File: config.mk
export PLATFORM = sky130hd
export DESIGN_NAME = pattern_detector
export DESIGN_NICKNAME = d
export VERILOG_FILES = /design/src/rtl/pattern_detector.sv
export SDC_FILE = /design/constraint.sdc
export NUM_CORES = 1
export LEC_CHECK = 0
export CORE_UTILIZATION = 53
export DETAILED_ROUTE_END_ITERATION = 10
export PLACE_DENSITY = 0.79
export SKIP_LAST_GASP = 1
export SLEW_MARGIN = 40
export SYNTH_ARGS = -nofsm -noshare
export SYNTH_HDL_FRONTEND = slang
export SYNTH_SLANG_ARGS = --single-unit
File: constraint.sdc
create_clock -name clk -period 2.9 [get_ports clk]
set_input_delay 0.58 -clock clk [delete_from_list [all_inputs] [get_ports clk]]
set_output_delay 0.58 -clock clk [all_outputs]
set_load 0.02 [all_outputs]
File: src/rtl/pattern_detector.sv
// rtl/pattern_detector.sv - serial bit-pattern detector with overlap control and saturating match counter
module pattern_detector #(
   parameter int MAX_LEN = 8,
   parameter int LEN_W   = 4,
   parameter int CNT_W   = 8
) (
   input  logic               clk,
   input  logic               rst,
   input  logic               in_valid,
   input  logic               in_sig,
   input  logic               cfg_we,
   input  logic [MAX_LEN-1:0] cfg_pattern,
   input  logic [LEN_W-1:0]   cfg_len,
   input  logic               cfg_overlap,
   input  logic               cnt_clr,
   output logic               pattern_found,
   output logic [CNT_W-1:0]   match_count
);

   localparam logic [LEN_W-1:0] MAX_LEN_W = LEN_W'(MAX_LEN);

   logic [MAX_LEN-1:0] pat_r;
   logic [LEN_W-1:0]   len_r;
   logic               ovl_r;
   logic [MAX_LEN-1:0] window_r;
   logic [LEN_W-1:0]   fill_r;

   logic [MAX_LEN-1:0] win_nxt;
   logic [LEN_W-1:0]   fill_inc;
   logic [MAX_LEN-1:0] len_mask;
   logic [LEN_W-1:0]   cfg_len_clamped;
   logic               accept;
   logic               match;

   // Only the low len_r bits of the updated window take part in the compare.
   always_comb begin
      len_mask = '0;
      for (int i = 0; i < MAX_LEN; i++) begin
         len_mask[i] = (i < int'(len_r));
      end
   end

   assign win_nxt         = {window_r[MAX_LEN-2:0], in_sig};
   assign fill_inc        = (fill_r == MAX_LEN_W) ? fill_r : fill_r + LEN_W'(1);
   assign cfg_len_clamped = (cfg_len > MAX_LEN_W) ? MAX_LEN_W : cfg_len;
   assign accept          = in_valid & ~cfg_we;
   assign match           = accept && (len_r != '0) && (fill_inc >= len_r) &&
                            (((win_nxt ^ pat_r) & len_mask) == '0);

   always_ff @(posedge clk or posedge rst) begin
      if (rst) begin
         pat_r    <= '0;
         len_r    <= '0;
         ovl_r    <= 1'b0;
         window_r <= '0;
         fill_r   <= '0;
      end else if (cfg_we) begin
         pat_r    <= cfg_pattern;
         len_r    <= cfg_len_clamped;
         ovl_r    <= cfg_overlap;
         window_r <= '0;
         fill_r   <= '0;
      end else if (in_valid) begin
         window_r <= win_nxt;
         // Non-overlapping mode restarts the fill so the next match needs len_r fresh bits.
         fill_r   <= (match && !ovl_r) ? '0 : fill_inc;
      end
   end

   always_ff @(posedge clk or posedge rst) begin
      if (rst) begin
         pattern_found <= 1'b0;
         match_count   <= '0;
      end else begin
         pattern_found <= match;
         if (cnt_clr) begin
            match_count <= '0;
         end else if (match && (match_count != '1)) begin
            match_count <= match_count + CNT_W'(1);
         end
      end
   end

endmodule

==> metrics.yaml, run 1 <==
final_area_um2: 2131
die_x_um: 59.41
use_met3: 0.05022
async_flop_share: 1.000
nFillCells: 258
h-tree-depth: 2
clkTransAtPathRegs_ns: 0.10
setup_viol_count_final: 0
min_period_ns: 2.745
yosysUniqueCellTypes: 38
dieArea_um2: 3529
io_buffers: 27
finalPower_mw: 0.8974
critical_path_class: "reg2reg"
ir_drop_mv: 0.3628
p_per_area_nw_per_um2: 421.1
finalHoldViolations: 0
drcViolationCount: 0
numCtsBuffers: 5
finalWirelength_um: 3397
grt-ovfl-total: 0
ys_warn_count: 0
worstMarginPinSlew_ns: 0.4168
cts-root-buf: "clkbuf_4"
grt_first_pass_wirelength_um: 5313
antenna_found_initial: 0
ant_nets: 0
ios: 28
busiest_layer: "met2"
seq_area_frac_synth: 0.4728
synth.top_cells.by_area: "dfrtp_1 (47%), mux2_2 (5.8%), mux2i_1 (5.2%)"
fmax_mhz: 364.3
synth-edff-count: 0
synth-seq-cells: 33
via_per_inst: 5.508
critPathRequiredTime_ns: 3.15
synth_fp_nets: 185
critPathCaptureType: "flip-flop"
p_leak_nw: 0.9088
synth_top_area_frac: 0.4728
clk_latency_ns: 0.33
num_antenna_cells: 0
start_util: 0.5675
dp.cells: 226
cp-start-kind: "flip-flop"
fin_crit_sh: 0.9466
use_met1: 0.2714
hold_slack_ns: 0.5341
maxSlewViolCount: 0
nNetsFinal: 217
yosys.area.top_type: "dfrtp_1"
status: "complete, no violations"
grt_pass1_vias: 1157
hpwl_um: 2453
dpl-instance-area_um2: 2036
vias: 1300
hp-class: "reg2reg"
cp_max_fo: 7
max_cap_viol_count: 0
cts.path.max_buffers: 2
slew_headroom: 0.7214
area_growth_pct: 21.99
clock_skew_ns: 0.008126
synth_flop_cell: "dfrtp_1"
die_h_um: 59.41
firstDrtPassIters: 4
core_area_um2: 3078
row_count: 20
syn-mean-instance-area_um2: 10.99
drt-initial-drc-count: 56
fin_cells: 236
cp.arrival_ns: 2.99
grt_start_max_net_pins: 34
synth_cells: 159
use_met2: 0.3258
drive_above_1_share: 0.1615
cts_tree: "yes"
place.gp.congestion: 0.7396
clock-sinks: 33
grt_use_total: 0.2089
wl_per_cell_um: 14.39
synthesis.area_um2: 1747
==> cell usage after synthesis, types with 4 or more instances <==
master    n
o21ai_0   6
nand3_1   4
mux2i_1   9
nor2_1   13
o22ai_1   5
dfrtp_1  33
mux2_2    9
a21oi_1   6
nand2_1  12
ha_1      7
inv_1     7
xnor2_1   9
==> flip-flops by register name, summed over array words and instances (netlist names) <==
signal         count
len_r              4
ovl_r              1
fill_r             4
window_r           7
pat_r              8
pattern_found      1
match_count        8
==> layout by cell type (no fill, tap or decap), types with 2 or more instances in the layout <==
master	n
dfrtp_1	33
clkbuf_4	5
a21oi_1	6
buf_4	4
or3_1	3
o21ai_0	6
o31ai_1	2
inv_1	7
o22ai_1	5
xnor2_1	9
mux2i_1	8
clkinv_2	2
nand2_1	12
ha_1	7
and4_1	2
nand3_1	4
or4_1	2
mux2_2	9
a32o_1	3
xor2_1	3
clkdlybuf4s50_1	27
nor2_1	13
==> cell type report <==
class | instances | area, µm² | area share
timing repair buffer | 32 | 320.3 | 0.1503
inverter | 7 | 26.28 | 0.01233
clock inverter | 3 | 17.52 | 0.008221
multi-input combinational | 112 | 848.3 | 0.3981
sequential | 33 | 825.8 | 0.3876
tap | 44 | 55.05 | 0.02584
clock buffer | 5 | 37.54 | 0.01762
==> critical path, stage by stage (launching register included) <==
cell and delay (ns):
dfrtp_1 0.41, inv_1 0.09, ha_1 0.20, nand2_1 0.08, nand2_1 0.07, mux2i_2 0.20, ha_1 0.22, o21a_1 0.13
o22ai_1 0.08, a211oi_2 0.38, nand3_4 0.15, buf_12 0.16, or3_1 0.34, a21oi_1 0.15
==> through the flow <==
stage	setup TNS, ns	util	worst slack [ns]
CTS	0	0.6793	0.04629
detailed placement	0	0.6614	0.08837
finish	0	0.6923	0.1550
global route	-0.01470	0.6923	-0.008086
global placement	0	0.6614	0.2792
floorplan	0	-	0.4735
==> where the power goes <==
group	internal [mW]	switching (mW)
combinational	0.0790	0.0691
clock	0.0913	0.154
sequential	0.481	0.0221
==> final timing paths <==
| check | startpoint | endpoint | slack [ns] | cells past startpoint |
|---|---|---|---|---|
| worst min-delay path | ovl_r | ovl_r | 0.53 | 1 |
| worst min register to register | ovl_r | ovl_r | 0.53 | 1 |
| min in group asynchronous | rst | match_count[4] | 0.63 | 3 |
| worst max register to register | fill_r[0] | match_count[3] | 0.15 | 13 |
| worst max-delay path | fill_r[0] | match_count[3] | 0.15 | 13 |
| max in group asynchronous | rst | fill_r[1] | 1.97 | 3 |
==> cells by family (layout without fill, tap and decap cells) <==
group / after synthesis / count (layout) / share of synthesized area
xor+xnor: 12 / 12 / 0.06018
compound gates: 27 / 27 / 0.1053
mux: 18 / 18 / 0.1096
flops: 33 / 33 / 0.4728
fa+ha+maj: 7 / 7 / 0.05014
simple gates: 48 / 48 / 0.1533
buf+inv: 14 / 47 / 0.04872
==> metal layers <==
metal | up-vias | share of wire | wire (µm)
met5 | - | 0 | 0
met4 | 0 | 0.013 | 44
met3 | 4 | 0.046 | 157
met2 | 37 | 0.48 | 1627
met1 | 624 | 0.46 | 1567
li1 | 635 | - | -
==> what timing repair did <==
item | CTS | global route
resized for setup | 0 | 3
hold buffers | 0 | 0
buffers inserted | 0 | 2
endpoints found under the setup margin | 0 | 6
hold endpoints to repair | 0 | 0
Note: power is estimated with default switching activity, not from simulation.
==> run 2, diff against run 1 <==
--- a/config.mk
+++ b/config.mk
@@ -5,6 +5,7 @@
 export SDC_FILE = /design/constraint.sdc
 export NUM_CORES = 1
 export LEC_CHECK = 0
+export CORE_MARGIN = 2
 export CORE_UTILIZATION = 53
 export DETAILED_ROUTE_END_ITERATION = 10
 export PLACE_DENSITY = 0.79
==> metrics.yaml, run 2 (synthesis results as in run 1) <==
grt_use_total: 0.2082  # -0.0007478
fin_crit_sh: 0.9484  # +0.001844
drt-initial-drc-count: 79  # +41%
critical_path_class: "reg2reg"
status: "complete, no violations"
cp-start-kind: "flip-flop"
cp.depth: 12  # -1
critPathRequiredTime_ns: 3.15  # about the same
setup_tns_ns: 0  # unchanged
clock_skew_ns: 0.009970  # +0.001843 ns
h-tree-depth: 2  # unchanged
path_delay_family: "simple AND/OR/NAND/NOR gates"
r2r_slack_ns: 0.15  # about the same
fmax_mhz: 363.6  # -0.19%
worst-path-buf-inv: 1  # -1
timing.rr.end: "match_count[7]"
p_int_mw: 0.7647  # +17%
clk_latency_ns: 0.34  # about the same
drive_above_1_share: 0.1518  # -0.009626
ant_nets: 0  # unchanged
crit_end: "match_count[7]"
clkTransAtPathRegs_ns: 0.10  # about the same
hpwl_um: 2479  # +1.1%
pwr-share-seq: 0.499  # -0.062
finalWirelength_um: 3429  # +0.94%
slew_headroom: 0.6687  # -0.05274
timing.critical_path.from: "fill_r[0]"
slowest_delay_ns: 0.52  # +0.11 ns
rr_worst_depth: 12  # -1
min_period_ns: 2.750  # +0.005349 ns
max_cap_viol_count: 0  # unchanged
setup_viol_count_final: 0  # unchanged
cp_max_fo: 12  # +5
cts_tree: "yes"
via_per_inst: 5.426  # -1.5%
p_leak_nw: 0.9124  # +0.40%
io_buffers: 27  # unchanged
dieArea_um2: 3771  # +6.8%
num_antenna_cells: 0  # unchanged
numCtsBuffers: 5  # unchanged
hold_buffers: 0  # unchanged
grt_start_max_net_pins: 34  # unchanged
cts-root-buf: "clkbuf_4"
die_x_um: 61.41  # +3.4%
place.gp.congestion: 0.7852  # +6.2%
final_cell_mix: "dfrtp_1 (33), clkdlybuf4s50_1 (27), nor2_1 (13)"
grt_first_pass_wirelength_um: 5499  # +3.5%
dp_slack_ns: 0.1179  # +0.02954 ns
vias: 1275  # -1.9%
p_comb_frac: 0.145  # -0.020
core_area_um2: 3103  # +0.81%
wl_per_cell_um: 14.59  # +1.4%
maxSlewViolCount: 0  # unchanged
r2r_start: "fill_r[0]"
die_h_um: 61.41  # +3.4%
firstDrtPassIters: 4  # unchanged
p_clk_frac: 0.356  # +0.082
nFillCells: 262  # +1.6%
grt-ovfl-total: 0  # unchanged
cp_slowest_cell: "or4_1"
ir_drop_mv: 0.3635  # +0.20%
p_per_area_nw_per_um2: 472.0  # +12%
start_util: 0.5629  # -0.004576
hp-class: "reg2reg"
finalHoldViolations: 0  # unchanged
drcViolationCount: 0  # unchanged
swShare: 0.2427  # -0.03098
area_growth_pct: 22.49
worstMarginPinSlew_ns: 0.4845  # +0.06763 ns
cp.arrival_ns: 3.00  # about the same
rsz0062_at_grt: "no"
timing.final.ws_setup_ns: 0.1496  # -0.005349 ns
top_regs: "match_count: 8 flops, pat_r: 8 flops, window_r: 7 flops"
nNetsFinal: 216  # -0.46%
grt_pass1_vias: 1216  # +5.1%
clock-sinks: 33  # unchanged
row_count: 20  # unchanged
critPathCaptureType: "flip-flop"
mostFrequentLayoutCell: "dfrtp_1"
p_sw_mw: 0.2451  # -0.20%
antenna_found_initial: 0  # unchanged
cts.path.max_buffers: 2  # unchanged
ios: 28  # unchanged
holdPathStages: 1  # unchanged
cp_cell_sequence: "inv_1 > ha_1 > nand2_1 > nand2_1 > mux2i_2 > ha_1 > o21a_1 > o22ai_1 > a211oi_2 > nand3_4 > or4_1 > a21oi_1"
-- run 2: changes by cell type in the layout (fill, tap and decap cells not counted) --
cell,delta
clkbuf_8,+1
clkbuf_1,+1
clkinv_2,-2
bufinv_16,+1
a2111oi_0,+1
a2111oi_1,-1
buf_12,-1
clkinvlp_4,-1
-- run 2: per-layer routing --
metal / share of wire / global-route usage
met1: 0.47 / 0.2625
met2: 0.48 / 0.3359
met3: 0.034 / 0.06513
met4: 0.017 / 0.08207
met5: 0 / 0
-- run 2: repair_timing --
item                       CTS  global route
gates resized for setup      0             2
buffers inserted             0             1
setup endpoints to repair    0             2
-- run 2: worst reg2reg max path, stage by stage (launching register included) --
cell and delay [ns]:
dfrtp_1 0.40, inv_1 0.09, ha_1 0.19, nand2_1 0.08
nand2_1 0.06, mux2i_2 0.21, ha_1 0.21, o21a_1 0.12
o22ai_1 0.08, a211oi_2 0.35, nand3_4 0.18, or4_1 0.52
a21oi_1 0.18
-- run 2: how the worst min path moves through the flow --
stage | endpoint | from | slack, ns
global route | pat_r[4] | pat_r[4] | 0.56
finish | pat_r[2] | pat_r[2] | 0.54
global placement | ovl_r | ovl_r | 0.51
CTS | pat_r[2] | pat_r[2] | 0.54
floorplan | ovl_r | ovl_r | 0.47
detailed placement | ovl_r | ovl_r | 0.52
-- run 2: final cells by class --
type	count	area [µm²]	share of cell area
Sequential cell	33	825.8	0.3860
Timing Repair Buffer	31	300.3	0.1404
Clock inverter	1	30.03	0.01404
Clock buffer	7	55.05	0.02573
Tap cell	44	55.05	0.02573
Multi-Input combinational cell	112	847.1	0.3959
Inverter	7	26.28	0.01228
-- run 2: power groups by stage --
stage	sequential, mW	combinational [mW]	clock, mW
after floorplan	0.506	0.100	0
after global placement	0.511	0.135	0
after detailed placement	0.513	0.140	0
after CTS	0.504	0.142	0.368
after global routing	0.507	0.160	0.391
final	0.504	0.147	0.359
-- run 2: through the flow --
| stage | instances | power, mW | cell area (µm²) | hold WS (ns) | util |
|---|---|---|---|---|---|
| detailed placement | 226 | 0.6529 | 2036 | 0.5174 | 0.6560 |
| finish | 235 | 1.010 | 2140 | 0.5395 | 0.6895 |
| floorplan | 159 | 0.6059 | 1747 | 0.4713 | - |
| global route | 235 | 1.058 | 2140 | 0.5648 | 0.6895 |
| CTS | 234 | 1.014 | 2121 | 0.5426 | 0.6835 |
| global placement | 226 | 0.6461 | 2036 | 0.5127 | 0.6560 |
